$ cat config.mk
export PLATFORM = sky130hd
export DESIGN_NAME = mc_ctrl
export DESIGN_NICKNAME = d
export VERILOG_FILES = /design/src/rtl/mc_ctrl.sv
export SDC_FILE = /design/constraint.sdc
export NUM_CORES = 1
export LEC_CHECK = 0
export ABC_AREA = 1
export BUFFER_PORTS_ARGS = -buffer_cell sky130_fd_sc_hd__buf_2
export CAP_MARGIN = 20
export CORE_MARGIN = 2
export CORE_UTILIZATION = 48
export DETAILED_ROUTE_END_ITERATION = 16
export PLACE_DENSITY = 0.91
export SLEW_MARGIN = 0
export SYNTH_ARGS = -nofsm -noshare
export SYNTH_HDL_FRONTEND = slang
export SYNTH_SLANG_ARGS = --single-unit
$ cat constraint.sdc
create_clock -name clk -period 1.4 [get_ports clk]
set_input_delay 0.21 -clock clk [delete_from_list [all_inputs] [get_ports clk]]
set_output_delay 0.21 -clock clk [all_outputs]
set_load 0.005 [all_outputs]
$ cat src/rtl/mc_ctrl.sv
// Multi-cycle control FSM for the S_CPU datapath: decodes Op/Funct and sequences ALU, memory and
// register-file controls. Optional instruction-retire counter enabled by `define MC_CTRL_PERF_EN.
module mc_ctrl (
    input  logic       clk,
    input  logic       rstn,
    input  logic [5:0] Op,
    input  logic [5:0] Funct,
    input  logic       Zero,
    input  logic       mem_rdy,
    output logic       PCWrite,
    output logic       IRWrite,
    output logic       IorD,
    output logic       MemRead,
    output logic       MemWrite,
    output logic       RegWrite,
    output logic       RegDst,
    output logic       MemtoReg,
    output logic [1:0] ALUSrcA,
    output logic [1:0] ALUSrcB,
    output logic [1:0] EXTOp,
    output logic [1:0] PCSource,
    output logic [3:0] ALUOp,
    output logic       illegal
`ifdef MC_CTRL_PERF_EN
    ,
    output logic [31:0] instret
`endif
);
    // ALU operation codes shared with the ALU (ctrl_encode_def.v)
    localparam logic [3:0] ALU_NOP  = 4'd0,  ALU_ADD = 4'd1,  ALU_SUB = 4'd2,  ALU_AND = 4'd3;
    localparam logic [3:0] ALU_OR   = 4'd4,  ALU_XOR = 4'd5,  ALU_NOR = 4'd6,  ALU_SLT = 4'd7;
    localparam logic [3:0] ALU_SLTU = 4'd8,  ALU_SLL = 4'd9,  ALU_SRL = 4'd10, ALU_SRA = 4'd11;
    localparam logic [3:0] ALU_LUI  = 4'd12;

    localparam logic [5:0] OP_R    = 6'b000000, OP_J    = 6'b000010, OP_BEQ  = 6'b000100;
    localparam logic [5:0] OP_BNE  = 6'b000101, OP_ADDI = 6'b001000, OP_SLTI = 6'b001010;
    localparam logic [5:0] OP_ANDI = 6'b001100, OP_ORI  = 6'b001101, OP_LUI  = 6'b001111;
    localparam logic [5:0] OP_LW   = 6'b100011, OP_SW   = 6'b101011;

    typedef enum logic [3:0] {
        StFetch, StDecode, StMemAdr, StMemRd, StMemWb, StMemWr, StExec, StAluWb, StBranch, StJump
    } state_e;

    state_e     r_state, w_next;
    logic       w_r_ok, w_shift, w_i_alu;
    logic [3:0] w_r_aluop, w_i_aluop;
    logic [1:0] w_i_ext;
    logic       w_is_r;

    assign w_is_r = (Op == OP_R);

    always_comb begin
        w_r_ok    = 1'b1;
        w_shift   = 1'b0;
        w_r_aluop = ALU_NOP;
        unique case (Funct)
            6'b100000: w_r_aluop = ALU_ADD;
            6'b100010: w_r_aluop = ALU_SUB;
            6'b100100: w_r_aluop = ALU_AND;
            6'b100101: w_r_aluop = ALU_OR;
            6'b100110: w_r_aluop = ALU_XOR;
            6'b100111: w_r_aluop = ALU_NOR;
            6'b101010: w_r_aluop = ALU_SLT;
            6'b101011: w_r_aluop = ALU_SLTU;
            6'b000000: begin w_r_aluop = ALU_SLL; w_shift = 1'b1; end
            6'b000010: begin w_r_aluop = ALU_SRL; w_shift = 1'b1; end
            6'b000011: begin w_r_aluop = ALU_SRA; w_shift = 1'b1; end
            default:   w_r_ok = 1'b0;
        endcase
    end

    always_comb begin
        w_i_alu   = 1'b1;
        w_i_aluop = ALU_NOP;
        w_i_ext   = 2'b00;
        unique case (Op)
            OP_ADDI: w_i_aluop = ALU_ADD;
            OP_SLTI: w_i_aluop = ALU_SLT;
            OP_ANDI: begin w_i_aluop = ALU_AND; w_i_ext = 2'b01; end
            OP_ORI:  begin w_i_aluop = ALU_OR;  w_i_ext = 2'b01; end
            OP_LUI:  begin w_i_aluop = ALU_LUI; w_i_ext = 2'b10; end
            default: w_i_alu = 1'b0;
        endcase
    end

    always_ff @(posedge clk or negedge rstn) begin
        if (!rstn) r_state <= StFetch;
        else       r_state <= w_next;
    end

    always_comb begin
        w_next   = r_state;
        PCWrite  = 1'b0;
        IRWrite  = 1'b0;
        IorD     = 1'b0;
        MemRead  = 1'b0;
        MemWrite = 1'b0;
        RegWrite = 1'b0;
        RegDst   = 1'b0;
        MemtoReg = 1'b0;
        ALUSrcA  = 2'b00;
        ALUSrcB  = 2'b00;
        EXTOp    = 2'b00;
        PCSource = 2'b00;
        ALUOp    = ALU_NOP;
        illegal  = 1'b0;
        unique case (r_state)
            StFetch: begin
                MemRead = 1'b1;
                ALUSrcB = 2'b01;
                ALUOp   = ALU_ADD;
                if (mem_rdy) begin
                    IRWrite = 1'b1;
                    PCWrite = 1'b1;
                    w_next  = StDecode;
                end
            end
            StDecode: begin
                // Speculatively form the branch target in ALUOut.
                ALUSrcB = 2'b11;
                ALUOp   = ALU_ADD;
                if (Op == OP_LW || Op == OP_SW)          w_next = StMemAdr;
                else if ((w_is_r && w_r_ok) || w_i_alu)  w_next = StExec;
                else if (Op == OP_BEQ || Op == OP_BNE)   w_next = StBranch;
                else if (Op == OP_J)                     w_next = StJump;
                else begin
                    illegal = 1'b1;
                    w_next  = StFetch;
                end
            end
            StMemAdr: begin
                ALUSrcA = 2'b01;
                ALUSrcB = 2'b10;
                ALUOp   = ALU_ADD;
                w_next  = (Op == OP_SW) ? StMemWr : StMemRd;
            end
            StMemRd: begin
                IorD    = 1'b1;
                MemRead = 1'b1;
                if (mem_rdy) w_next = StMemWb;
            end
            StMemWb: begin
                RegWrite = 1'b1;
                MemtoReg = 1'b1;
                w_next   = StFetch;
            end
            StMemWr: begin
                IorD     = 1'b1;
                MemWrite = 1'b1;
                if (mem_rdy) w_next = StFetch;
            end
            StExec, StAluWb: begin
                // IR is stable, so ALUWB re-decodes to hold EXEC's ALU controls.
                if (w_is_r) begin
                    ALUSrcA = w_shift ? 2'b10 : 2'b01;
                    ALUSrcB = 2'b00;
                    ALUOp   = w_r_aluop;
                end else begin
                    ALUSrcA = 2'b01;
                    ALUSrcB = 2'b10;
                    EXTOp   = w_i_ext;
                    ALUOp   = w_i_aluop;
                end
                if (r_state == StAluWb) begin
                    RegWrite = 1'b1;
                    RegDst   = w_is_r;
                    w_next   = StFetch;
                end else begin
                    w_next   = StAluWb;
                end
            end
            StBranch: begin
                ALUSrcA  = 2'b01;
                ALUOp    = ALU_SUB;
                PCSource = 2'b01;
                PCWrite  = ((Op == OP_BEQ) && Zero) || ((Op == OP_BNE) && !Zero);
                w_next   = StFetch;
            end
            StJump: begin
                PCWrite  = 1'b1;
                PCSource = 2'b10;
                w_next   = StFetch;
            end
            default: w_next = StFetch;
        endcase
        if (!rstn) begin
            PCWrite  = 1'b0;
            IRWrite  = 1'b0;
            IorD     = 1'b0;
            MemRead  = 1'b0;
            MemWrite = 1'b0;
            RegWrite = 1'b0;
            RegDst   = 1'b0;
            MemtoReg = 1'b0;
            ALUSrcA  = 2'b00;
            ALUSrcB  = 2'b00;
            EXTOp    = 2'b00;
            PCSource = 2'b00;
            ALUOp    = ALU_NOP;
            illegal  = 1'b0;
        end
    end

`ifdef MC_CTRL_PERF_EN
    logic        w_retire;
    logic [31:0] r_instret;

    assign w_retire = (r_state == StMemWb) || (r_state == StAluWb) || (r_state == StBranch) ||
                      (r_state == StJump)  || ((r_state == StMemWr) && mem_rdy);

    always_ff @(posedge clk or negedge rstn) begin
        if (!rstn)         r_instret <= 32'd0;
        else if (w_retire) r_instret <= r_instret + 32'd1;
    end

    assign instret = r_instret;
`endif

endmodule
==> results.txt, run 1 <==
----------------------------------------------------
[Run status]
  Status ... stopped before the end
  Last stage reached ... global routing (5_1_grt)
  Run-stopping error ... [ERROR GRT-0232] Routing congestion too high. Check the congestion heatmap in the GUI.

[Synthesis]
  Sequential-to-total area share from yosys stat ... 0.113
  Net count after synthesis ... 176
  Post-synth top flop ... sky130_fd_sc_hd__dfrtp_1
  Cell area after technology mapping ... 882 um2
  Number of enable flip-flop cells after synthesis ... 0
  Ys Warns ... 0
  Share of flip-flops with an asynchronous set or reset ... 1.00
  Number of synthesized register bits ... 4
  Post-synthesis cell type count ... 28
  Synthesized instance count ... 160
  Avg Synthesized Cell Area ... 5.51 um2

[Placement]
  IO Port Bufs ... 36
  Weighted congestion at the end of routability-driven global placement ... 0.985
  HPWL after detailed placement ... 2590 um
  Cell count after placement ... 253

[Floorplan]
  Row count ... 15
  IO Pins ... 37
  Starting utilization of the core area ... 0.511
  Vertical extent of the die ... 46.9 um
  Die Width ... 46.9 um

[Global routing]
  Pin count of the biggest net entering global routing ... 7
  GRT Residual Overflow ... 30
  Global Route Usage Sum ... 0.719

[Timing]
  Last reported worst endpoint of the global-route repair pass ... ALUOp[3]
  Type of the worst endpoint after the last repair ... top-level output

[Clock tree]
  H-tree depth reported by CTS ... 1
  Number of buffers inserted during clock tree synthesis ... 3
  Max Root-Sink Buffers ... 2
  Clock net sink count ... 4
  Root buffer cell ... sky130_fd_sc_hd__clkbuf_4

----------------------------------------------------
layer usage:
layer | GRT usage | overflow
met5 | 0.125 | 0
met4 | 0.850 | 14
met3 | 0.415 | 0
met2 | 0.978 | 16
met1 | 0.683 | 0
stage by stage:
stage | cell area, um2 | worst slack [ps]
4_1_cts | 1560 | -309
3_5_place_dp | 1330 | -134
3_3_place_gp | 1330 | -80.2
2_1_floorplan | 882 | 25.4
cell families after synthesis:
group	synth area share
flops	0.113
xor+xnor	0.00993
simple gates	0.610
buf+inv	0.123
compound gates	0.143
cells in the mapped netlist, types with 2 or more instances:
library cell	instances	area, um2
sky130_fd_sc_hd__nand3_1	18	90.1
sky130_fd_sc_hd__a31oi_1	3	18.8
sky130_fd_sc_hd__nand2_4	2	22.5
sky130_fd_sc_hd__o21ai_0	2	10.0
sky130_fd_sc_hd__nor2_2	5	31.3
sky130_fd_sc_hd__inv_2	7	26.3
sky130_fd_sc_hd__inv_1	21	78.8
sky130_fd_sc_hd__nor3_2	2	20.0
sky130_fd_sc_hd__nor4_1	2	12.5
sky130_fd_sc_hd__nor2_1	24	90.1
sky130_fd_sc_hd__nor3_1	5	25.0
sky130_fd_sc_hd__nand4_1	4	25.0
sky130_fd_sc_hd__nand2_1	39	146
sky130_fd_sc_hd__nor2_4	3	33.8
sky130_fd_sc_hd__a21oi_1	7	35.0
sky130_fd_sc_hd__dfrtp_1	4	100
what timing repair did:
item	in CTS
hold endpoints to repair	2
cloned	0
resized for setup	35
endpoints found under the setup margin	24
buffers inserted	9
pin swaps	17
hold buffers	2
==> inputs of run 2 (changes only) <==
--- a/config.mk
+++ b/config.mk
@@ -8,10 +8,10 @@
 export ABC_AREA = 1
 export BUFFER_PORTS_ARGS = -buffer_cell sky130_fd_sc_hd__buf_2
 export CAP_MARGIN = 20
-export CORE_MARGIN = 2
-export CORE_UTILIZATION = 48
+export CORE_AREA = 2 2 63 65
 export DETAILED_ROUTE_END_ITERATION = 16
-export PLACE_DENSITY = 0.91
+export DIE_AREA = 0 0 65 67
+export PLACE_DENSITY_LB_ADDON = 0.15
 export SLEW_MARGIN = 0
 export SYNTH_ARGS = -nofsm -noshare
 export SYNTH_HDL_FRONTEND = slang
==> results.txt, run 2 <==
----------------------------------------------------
[Floorplan]
  Total Die Area ... 0.00436 mm2
  Vertical extent of the die ... 67 um
  Die Width ... 65 um
  Floorplan Core Area ... 0.00361 mm2
  IO Pins ... 37
  Row count ... 22
  Starting utilization of the core area ... 0.245

[Pwr]
  Net switching power ... 0.000912 W
  Worst IR drop on VDD ... 0.437 mV
  Total power of the final layout ... 0.00213 W
  Sequential cell fraction of total power ... 0.109
  Cell internal pwr ... 0.00122 W
  Switching portion of total power ... 0.428
  Part of the power in the clock network ... 0.116
  Power density over the cells ... 1160 mW/mm2
  Leakage power figure ... 1.03 nW
  Power share of the combinational group ... 0.775

[Run status]
  Failing checks ... setup timing
  Status ... complete, but fails checks

[Final layout]
  Layout Utilization ... 0.510
  Most used cells in the layout excluding fill and tap cells ... 54 x sky130_fd_sc_hd__buf_4, 36 x sky130_fd_sc_hd__buf_2, 34 x sky130_fd_sc_hd__nand2_1
  Area growth from synthesis to layout ... 109%
  Fill cell total of the finished layout ... 387
  Largest registers in the final layout ... r_state (4)
  Layout cells sized above 1 ... 0.583
  Largest register FFs ... 4
  Final instance count without filler cells ... 312
  Most flops, register ... r_state
  Antenna diodes ... 0
  Leading cell type in the layout, fill and taps excluded ... sky130_fd_sc_hd__buf_4
  Net total in the final layout ... 282

[Synthesis]
  Simple-gate share of the synthesized area ... 0.610
  Adder-Cell Fraction of Synth Area ... 0
  Portion of netlist area occupied by mux cells ... 0
  Most repeated cell in the gate-level netlist after synthesis ... sky130_fd_sc_hd__nand2_1
  Synthesized instance count ... 160
  Number of enable flip-flop cells after synthesis ... 0
  Sequential-to-total area share from yosys stat ... 0.113
  Post-synthesis cell type count ... 28
  Net count after synthesis ... 176
  Area contributors post-synth ... sky130_fd_sc_hd__nand2_1 17%, sky130_fd_sc_hd__dfrtp_1 11%, sky130_fd_sc_hd__nand3_1 10%
  Cell area after technology mapping ... 882 um2
  XOR/XNOR share of the synthesized area ... 0.00993
  Main combinational cell family by area after synthesis ... simple AND/OR/NAND/NOR gates
  Fraction of post-synthesis cell area in the top cell type by area ... 0.166
  Share of flip-flops with an asynchronous set or reset ... 1.00
  Number of synthesized register bits ... 4
  Top post-synthesis cells by count ... 39 x sky130_fd_sc_hd__nand2_1, 24 x sky130_fd_sc_hd__nor2_1, 21 x sky130_fd_sc_hd__inv_1, 18 x sky130_fd_sc_hd__nand3_1
  Synthesized-area fraction occupied by ao, oa, aoi and oai cells ... 0.143
  Avg Synthesized Cell Area ... 5.51 um2
  Ys Warns ... 0
  Post-synth top flop ... sky130_fd_sc_hd__dfrtp_1
  Most area-hungry cell type in the Yosys netlist ... sky130_fd_sc_hd__nand2_1

[Worst setup path]
  Data required time of the critical path ... 1190 ps
  Startpoint kind of the worst setup timing path ... flop
  Crit Reg-Reg Startpoint ... r_state[1]
  Type of the worst setup path ... flop to output port
  Minimum setup slack among reg-to-reg paths ... -110 ps
  Endpoint of the most critical setup path ... ALUOp[0]
  Data arrival time at the worst-slack endpoint ... 1490 ps
  Worst setup path start ... r_state[1]
  Maximum net fanout on the critical path ... 4
  Depth of the worst register-to-register path ... 10
  Kind of capture point of the worst setup path ... output port
  Reg2reg end ... r_state[0]

[Placement]
  HPWL after detailed placement ... 2660 um
  Cell count after placement ... 298
  IO Port Bufs ... 36
  Weighted congestion at the end of routability-driven global placement ... 0.835

[Timing]
  Portion of the clock cycle consumed by the worst path in the final layout ... 1.21
  Post-route clock skew ... 3.42 ps
  Relative slew slack ... 0.748
  Unrepaired setup endpoints after global routing ... true
  Measured slew at the worst slew-check pin ... 375 ps
  Number of endpoints failing setup at the final stage ... 22
  Endpoints failing hold ... 0
  Max-slew violation count ... 0
  Minimum clock period after layout ... 1700 ps
  Min setup slack post-route ... -298 ps
  Top achievable clock speed ... 589 MHz

[Clock tree]
  Clock net sink count ... 4
  CTS tree ... yes
  Clock-pin slew of the registers on the worst-case setup and hold paths ... 30 ps
  Root buffer cell ... sky130_fd_sc_hd__clkbuf_8
  Number of buffers inserted during clock tree synthesis ... 3
  H-tree depth reported by CTS ... 1
  Insertion delay to the later sink of the worst-skew pair ... 220 ps
  Max Root-Sink Buffers ... 2

[Global routing]
  Pin count of the biggest net entering global routing ... 10
  First-pass GRT wire length ... 5470 um
  Number of antenna violations at the first check in global routing ... 0
  GRT Residual Overflow ... 0
  Global Route Usage Sum ... 0.159
  Vias in the first global route ... 1,281

[Flow run]
  Number of max-capacitance violations reported ... 0

[Routing]
  Mean routed wirelength per cell ... 10.6 um
  Vias per cell ... 4.37
  Iter 0 DRT Violations ... 32
  Vias post-DR ... 1,363
  Number of remaining DRC errors ... 0
  First-pass DRT Iterations ... 4
  Post-DRT Antenna Nets ... 0
  Total wire length after detailed routing ... 3310 um

[Worst hold path]
  Path type of the worst min-delay path ... input port to async pin

----------------------------------------------------
[run 2: kinds of logic after synthesis]
group                     Yosys count
buffers and inverters              29
and+or+nand+nor                   107
AOI/OAI and AO/OA                  19
xor gates and xnor gates            1
DFF                                 4
[run 2: power by group through the flow]
stage | combinational [W] | sequential [W] | clock (W)
6_report | 0.00165 | 0.000232 | 0.000246
5_1_grt | 0.00179 | 0.000240 | 0.000255
4_1_cts | 0.00148 | 0.000226 | 0.000249
3_5_place_dp | 0.00120 | 0.000213 | 0
3_3_place_gp | 0.00121 | 0.000216 | 0
2_1_floorplan | 0.000540 | 0.000213 | 0
[run 2: how the worst min path moves through the flow]
stage / from / end / slack [ps]
2_1_floorplan: rstn / r_state[0] / -90
3_3_place_gp: rstn / r_state[1] / 260
3_5_place_dp: rstn / r_state[1] / 260
4_1_cts: rstn / r_state[2] / 60
5_1_grt: rstn / r_state[3] / 70
6_report: rstn / r_state[2] / 60
[run 2: final cells by class]
type | instances | area (um2) | share of cell area
multi-input combinational | 127 | 806 | 0.438
inverter | 29 | 111 | 0.0605
timing repair buffer | 101 | 718 | 0.390
sequential | 4 | 104 | 0.0564
tap | 48 | 60.1 | 0.0326
clock buffer | 3 | 41.3 | 0.0224
[run 2: timing repair]
item                                    4_1_cts  5_1_grt
resized for setup                            30       18
pin swaps                                    11       12
hold endpoints to repair                      0        0
buffers inserted                              9        5
hold buffers                                  0        0
endpoints found under the setup margin       23       25
[run 2: worst max-delay path: stages (launching register included)]
cell,delay [ps]
sky130_fd_sc_hd__dfrtp_1,360
sky130_fd_sc_hd__inv_2,80
sky130_fd_sc_hd__nor3_4,290
sky130_fd_sc_hd__buf_4,170
sky130_fd_sc_hd__nand3_2,60
sky130_fd_sc_hd__a31oi_1,150
sky130_fd_sc_hd__buf_2,140
[run 2: metrics by stage]
step / hold slack (ps) / cell area (um2) / setup WS, ps / TNS [ps]
global route: 69.8 / 1840 / -375 / -6490
CTS: 63.7 / 1750 / -333 / -5200
detailed placement: 261 / 1540 / -195 / -1180
finish: 61.9 / 1840 / -298 / -4880
floorplan: -85.6 / 882 / 25.4 / 0
global placement: 261 / 1540 / -193 / -1480
[run 2: metal layers]
metal	vias up	routed length [um]	part of all wire	GRT usage
met5	-	0	0	0
met3	2	178	0.054	0.0186
met1	588	1610	0.48	0.210
met4	0	19	0.0057	0.0239
met2	38	1510	0.46	0.281
li1	735	-	-	-
No activity file was read; power rests on OpenSTA's default activity.
==> inputs of run 3 (changes only) <==
--- a/config.mk
+++ b/config.mk
@@ -6,13 +6,13 @@
 export NUM_CORES = 1
 export LEC_CHECK = 0
 export ABC_AREA = 1
-export BUFFER_PORTS_ARGS = -buffer_cell sky130_fd_sc_hd__buf_2
+export BUFFER_PORTS_ARGS = -buffer_cell sky130_fd_sc_hd__buf_4
 export CAP_MARGIN = 20
 export CORE_AREA = 2 2 63 65
 export DETAILED_ROUTE_END_ITERATION = 16
 export DIE_AREA = 0 0 65 67
 export PLACE_DENSITY_LB_ADDON = 0.15
-export SLEW_MARGIN = 0
+export SLEW_MARGIN = 40
 export SYNTH_ARGS = -nofsm -noshare
 export SYNTH_HDL_FRONTEND = slang
 export SYNTH_SLANG_ARGS = --single-unit
==> results.txt, run 3 (same netlist as run 2, synthesis figures left out) <==
----------------------------------------------------
[Run status]
  Status ... complete, but fails checks
  Failing checks ... setup timing

[Final layout]
  Most flops, register ... r_state
  Area growth from synthesis to layout ... 121%
  Footprint of the multi-input gates ... 861 um2
  Largest registers in the final layout ... r_state (4)
  Sequential Area ... 103 um2
  Leading cell type in the layout, fill and taps excluded ... sky130_fd_sc_hd__buf_4
  Post-layout instance area ... 0.00195 mm2
  Net total in the final layout ... 278
  Layout cells sized above 1 ... 0.596
  Largest register FFs ... 4
  Most used cells in the layout excluding fill and tap cells ... 84 x sky130_fd_sc_hd__buf_4, 33 x sky130_fd_sc_hd__nand2_1, 19 x sky130_fd_sc_hd__inv_1
  Antenna diodes ... 0
  Fill cell total of the finished layout ... 358
  Final instance count without filler cells ... 308

[Global routing]
  Vias in the first global route ... 1,370
  First-pass GRT wire length ... 5780 um
  GRT Residual Overflow ... 0
  Global Route Usage Sum ... 0.167
  Pin count of the biggest net entering global routing ... 10
  Number of antenna violations at the first check in global routing ... 0

[Worst hold path]
  Path type of the worst min-delay path ... input port to flop

[Worst setup path]
  WP buf/inv ... 3
  Critical-path cell with the highest stage delay ... sky130_fd_sc_hd__dfrtp_1
  Startpoint kind of the worst setup timing path ... flop
  Category of cells accounting for the largest share of critical-path delay ... flip-flops
  Type of the worst setup path ... flop to output port
  Data arrival time at the worst-slack endpoint ... 1570 ps
  Data required time of the critical path ... 1190 ps
  Kind of capture point of the worst setup path ... output port
  Longest individual stage delay on the worst path ... 390 ps
  Critical path's most frequent cell ... sky130_fd_sc_hd__a21oi_2
  Maximum net fanout on the critical path ... 3
  Crit path cell chain ... buf_6 > nor2_4 > inv_4 > nor3_4 > a21oi_2 > a21oi_2 > buf_4

[Floorplan]
  Total Die Area ... 0.00436 mm2
  Die Width ... 65 um
  Row count ... 22
  IO Pins ... 37
  Vertical extent of the die ... 67 um
  Floorplan Core Area ... 0.00361 mm2
  Starting utilization of the core area ... 0.245

[Timing]
  Measured slew at the worst slew-check pin ... 364 ps
  Final worst hold slack ... 373 ps
  Portion of the clock cycle consumed by the worst path in the final layout ... 1.27
  Max-slew violation count ... 0
  Minimum clock period after layout ... 1780 ps
  Number of endpoints failing setup at the final stage ... 23
  Min setup slack post-route ... -382 ps
  Relative slew slack ... 0.755
  Unrepaired setup endpoints after global routing ... true
  Top achievable clock speed ... 561 MHz
  Post-route clock skew ... 3.54 ps
  Endpoints failing hold ... 0

[Clock tree]
  Root buffer cell ... sky130_fd_sc_hd__clkbuf_8
  Clock net sink count ... 4
  Clock-pin slew of the registers on the worst-case setup and hold paths ... 30 ps
  H-tree depth reported by CTS ... 1
  Number of buffers inserted during clock tree synthesis ... 3
  Insertion delay to the later sink of the worst-skew pair ... 220 ps
  CTS tree ... yes
  Max Root-Sink Buffers ... 2

[Routing]
  Vias post-DR ... 1,411
  Length of routed met3 wiring ... 158 um
  Total wire length after detailed routing ... 3730 um
  First-pass DRT Iterations ... 4
  Mean routed wirelength per cell ... 12.1 um
  Metal2 WL ... 1900 um
  Vias per cell ... 4.58
  Post-DRT Antenna Nets ... 0
  Iter 0 DRT Violations ... 95
  Number of remaining DRC errors ... 0
  Routed metal-1 wirelength ... 1670 um
  Highest metal layer used by the detailed router ... met3

[Pwr]
  Net switching power ... 0.000982 W
  Total power of the final layout ... 0.00226 W
  Switching portion of total power ... 0.434
  Leakage power figure ... 1.02 nW
  Worst IR drop on VDD ... 0.510 mV
  Power share of the combinational group ... 0.796
  Sequential cell fraction of total power ... 0.096
  Part of the power in the clock network ... 0.108
  Cell internal pwr ... 0.00128 W
  Power density over the cells ... 1160 mW/mm2

[Placement]
  Cell count after placement ... 294
  IO Port Bufs ... 36
  Instance area after placement ... 0.00159 mm2
  Weighted congestion at the end of routability-driven global placement ... 0.844
  HPWL after detailed placement ... 2880 um
  Worst setup timing slack at the placement stage ... -195 ps

[Flow run]
  Number of max-capacitance violations reported ... 0

----------------------------------------------------
[run 3: cell types whose count changed in the layout (fill, tap and decap cells not counted), sizes merged]
cell,before,now
buf,101,96
dlygate4sd3,0,1
[run 3: metal layers]
metal / GRT usage / up-vias
met5: 0 / -
met4: 0.0293 / 0
met3: 0.0118 / 0
met2: 0.303 / 39
met1: 0.218 / 639
li1: - / 733
[run 3: power groups by stage]
stage	clock network, W	registers [W]	logic (W)
4_1_cts	0.000244	0.000211	0.00149
3_5_place_dp	0	0.000207	0.00125
6_report	0.000244	0.000217	0.00180
5_1_grt	0.000249	0.000223	0.00194
3_3_place_gp	0	0.000206	0.00125
2_1_floorplan	0	0.000213	0.000540
[run 3: per-stage QoR]
| stage | TNS, ps | utilization |
|---|---|---|
| after floorplan | 0 | - |
| after global placement | -1550 | 0.440 |
| final | -5390 | 0.541 |
| after detailed placement | -1580 | 0.440 |
| after CTS | -4740 | 0.496 |
| after global routing | -6710 | 0.541 |
[run 3: path summary, 6_finish.rpt]
path	from	to	slack, ps	cells after the start
worst min register to register	r_state[3]	r_state[2]	740	4
worst max-delay path	r_state[2]	ALUSrcB[1]	-380	7
max in group asynchronous	rstn	r_state[3]	720	2
worst min-delay path	mem_rdy	r_state[2]	370	4
worst max register to register	r_state[2]	r_state[0]	-210	11
min in group asynchronous	rstn	r_state[2]	470	2
[run 3: tightest hold or removal path: cells and delay by family]
kind                   cells  cell delay [ps]
buffers and inverters      2              180
and+or+nand+nor            2              160
[run 3: area by class of cell]
class | instances | share of cell area
clock buffer | 3 | 0.0212
multi-input combinational | 127 | 0.441
tap | 48 | 0.0308
timing repair buffer | 97 | 0.397
sequential | 4 | 0.0526
inverter | 29 | 0.0571
[run 3: timing repair]
action | 4_1_cts | 5_1_grt
hold buffers | 1 | 0
pin swaps | 6 | 17
endpoints found under the hold margin | 4 | 0
resized for setup | 29 | 30
endpoints found under the setup margin | 23 | 25
setup buffers | 4 | 7
==> inputs of run 4 (changes only) <==
--- a/config.mk
+++ b/config.mk
@@ -11,6 +11,7 @@
 export CORE_AREA = 2 2 63 65
 export DETAILED_ROUTE_END_ITERATION = 16
 export DIE_AREA = 0 0 65 67
+export MAX_ROUTING_LAYER = met4
 export PLACE_DENSITY_LB_ADDON = 0.15
 export SLEW_MARGIN = 40
 export SYNTH_ARGS = -nofsm -noshare
==> results.txt, run 4 (same netlist as run 2, synthesis figures left out) <==
----------------------------------------------------
[Run status]
  Status ... complete, but fails checks
  Failing checks ... setup timing

[Worst setup path]
  Depth of the worst register-to-register path ... 9
  Maximum net fanout on the critical path ... 3
  Type of the worst setup path ... flop to output port
  Kind of capture point of the worst setup path ... output port
  Crit path cell chain ... inv_2 > nor3_4 > buf_6 > nand3_2 > a31oi_2 > buf_4
  Startpoint kind of the worst setup timing path ... flop
  Endpoint of the most critical setup path ... ALUOp[0]
  Data arrival time at the worst-slack endpoint ... 1540 ps
  Reg2reg end ... r_state[2]
  Worst setup path start ... r_state[1]
  Critical-path cell with the highest stage delay ... sky130_fd_sc_hd__dfrtp_1
  Data required time of the critical path ... 1190 ps
  Longest individual stage delay on the worst path ... 410 ps
  Crit Reg-Reg Startpoint ... r_state[1]
  Minimum setup slack among reg-to-reg paths ... -140 ps

[Timing]
  Relative slew slack ... 0.751
  Endpoints failing hold ... 0
  Number of endpoints failing setup at the final stage ... 23
  Top achievable clock speed ... 573 MHz
  Measured slew at the worst slew-check pin ... 369 ps
  Portion of the clock cycle consumed by the worst path in the final layout ... 1.25
  Min setup slack post-route ... -347 ps
  Post-route clock skew ... 8.10 ps
  Minimum clock period after layout ... 1750 ps
  Unrepaired setup endpoints after global routing ... true
  Max-slew violation count ... 0

[Final layout]
  Net total in the final layout ... 269
  Area growth from synthesis to layout ... 119%
  Leading cell type in the layout, fill and taps excluded ... sky130_fd_sc_hd__buf_4
  Fill cell total of the finished layout ... 354
  Largest registers in the final layout ... r_state (4)
  Final instance count without filler cells ... 299
  Layout cells sized above 1 ... 0.606
  Antenna diodes ... 0
  Most flops, register ... r_state
  Most used cells in the layout excluding fill and tap cells ... 68 x sky130_fd_sc_hd__buf_4, 33 x sky130_fd_sc_hd__nand2_1, 19 x sky130_fd_sc_hd__buf_6
  Largest register FFs ... 4

[Floorplan]
  Starting utilization of the core area ... 0.245
  Vertical extent of the die ... 67 um
  Row count ... 22
  Floorplan Core Area ... 0.00361 mm2
  IO Pins ... 37
  Total Die Area ... 0.00436 mm2
  Die Width ... 65 um

[Global routing]
  Global Route Usage Sum ... 0.180
  GRT Residual Overflow ... 0
  Pin count of the biggest net entering global routing ... 10
  Number of antenna violations at the first check in global routing ... 0
  First-pass GRT wire length ... 6000 um
  Vias in the first global route ... 1,365

[Placement]
  IO Port Bufs ... 36
  Worst setup timing slack at the placement stage ... -209 ps
  Weighted congestion at the end of routability-driven global placement ... 0.870
  Cell count after placement ... 284
  HPWL after detailed placement ... 2820 um

[Clock tree]
  Insertion delay to the later sink of the worst-skew pair ... 220 ps
  Clock-pin slew of the registers on the worst-case setup and hold paths ... 30 ps
  Root buffer cell ... sky130_fd_sc_hd__clkbuf_8
  CTS tree ... yes
  Max Root-Sink Buffers ... 2
  Number of buffers inserted during clock tree synthesis ... 3
  H-tree depth reported by CTS ... 1
  Clock net sink count ... 4

[Routing]
  Vias post-DR ... 1,423
  Number of remaining DRC errors ... 0
  Iter 0 DRT Violations ... 86
  First-pass DRT Iterations ... 4
  Total wire length after detailed routing ... 3790 um
  Vias per cell ... 4.76
  Mean routed wirelength per cell ... 12.7 um
  Post-DRT Antenna Nets ... 0

[Pwr]
  Leakage power figure ... 0.997 nW
  Power density over the cells ... 1210 mW/mm2
  Worst IR drop on VDD ... 0.475 mV
  Total power of the final layout ... 0.00234 W

[Worst hold path]
  Path type of the worst min-delay path ... input port to flop

[Flow run]
  Number of max-capacitance violations reported ... 0

----------------------------------------------------
-- run 4: changes by cell type in the layout (fill, tap and decap cells not counted), sizes merged --
cell  change
buf       -9
-- run 4: worst min-delay path by stage --
stage | endpoint | start | cells after the start
after CTS | r_state[1] | mem_rdy | 4
final | r_state[0] | mem_rdy | 4
after global placement | r_state[0] | rstn | 1
after detailed placement | r_state[0] | rstn | 1
after floorplan | r_state[0] | rstn | 0
after global routing | r_state[0] | mem_rdy | 4
-- run 4: metal layers --
metal  share of wire  global-route usage  vias up  wire (um)
li1                -                   -      710          -
met1            0.43               0.219      646       1620
met2            0.48               0.302       57       1830
met3           0.068              0.0338       10        257
met4           0.021              0.0585        0         78
met5               0                   -        -          0
-- run 4: layout make-up --
class	count	area [um2]	area share
Tap cell	48	60.1	0.0311
Clock buffer	3	41.3	0.0214
Timing Repair Buffer	88	734	0.380
Multi-Input combinational cell	127	880	0.456
Inverter	29	111	0.0577
Sequential cell	4	104	0.0538
-- run 4: worst max-delay path: cells and delay by family (launching register included) --
| kind | cells | cell delay [ps] |
|---|---|---|
| AO/OA/AOI/OAI | 1 | 200 |
| buffers and inverters | 3 | 370 |
| flip-flops | 1 | 410 |
| AND/OR/NAND/NOR | 2 | 330 |
-- run 4: timing repair --
action,4_1_cts,5_1_grt
endpoints found under the setup margin,23,24
setup buffers,7,7
hold endpoints to repair,4,0
gates resized for setup,43,34
pin swaps,13,15
hold buffers,1,0
-- run 4: through the flow --
step / utilization / hold slack, ps / TNS (ps) / instance area [um2]
2_1_floorplan: - / -85.6 / 0 / 882
3_3_place_gp: 0.420 / 44.2 / -1600 / 1510
3_5_place_dp: 0.420 / 45.8 / -1500 / 1510
4_1_cts: 0.493 / 381 / -4850 / 1780
5_1_grt: 0.535 / 418 / -6410 / 1930
6_report: 0.535 / 413 / -4780 / 1930
-- run 4: power by group --
part           total [W]  switching (W)  internal, W
sequential      0.000232      0.0000716     0.000161
combinational    0.00185       0.000916     0.000937
clock           0.000250      0.0000658     0.000184
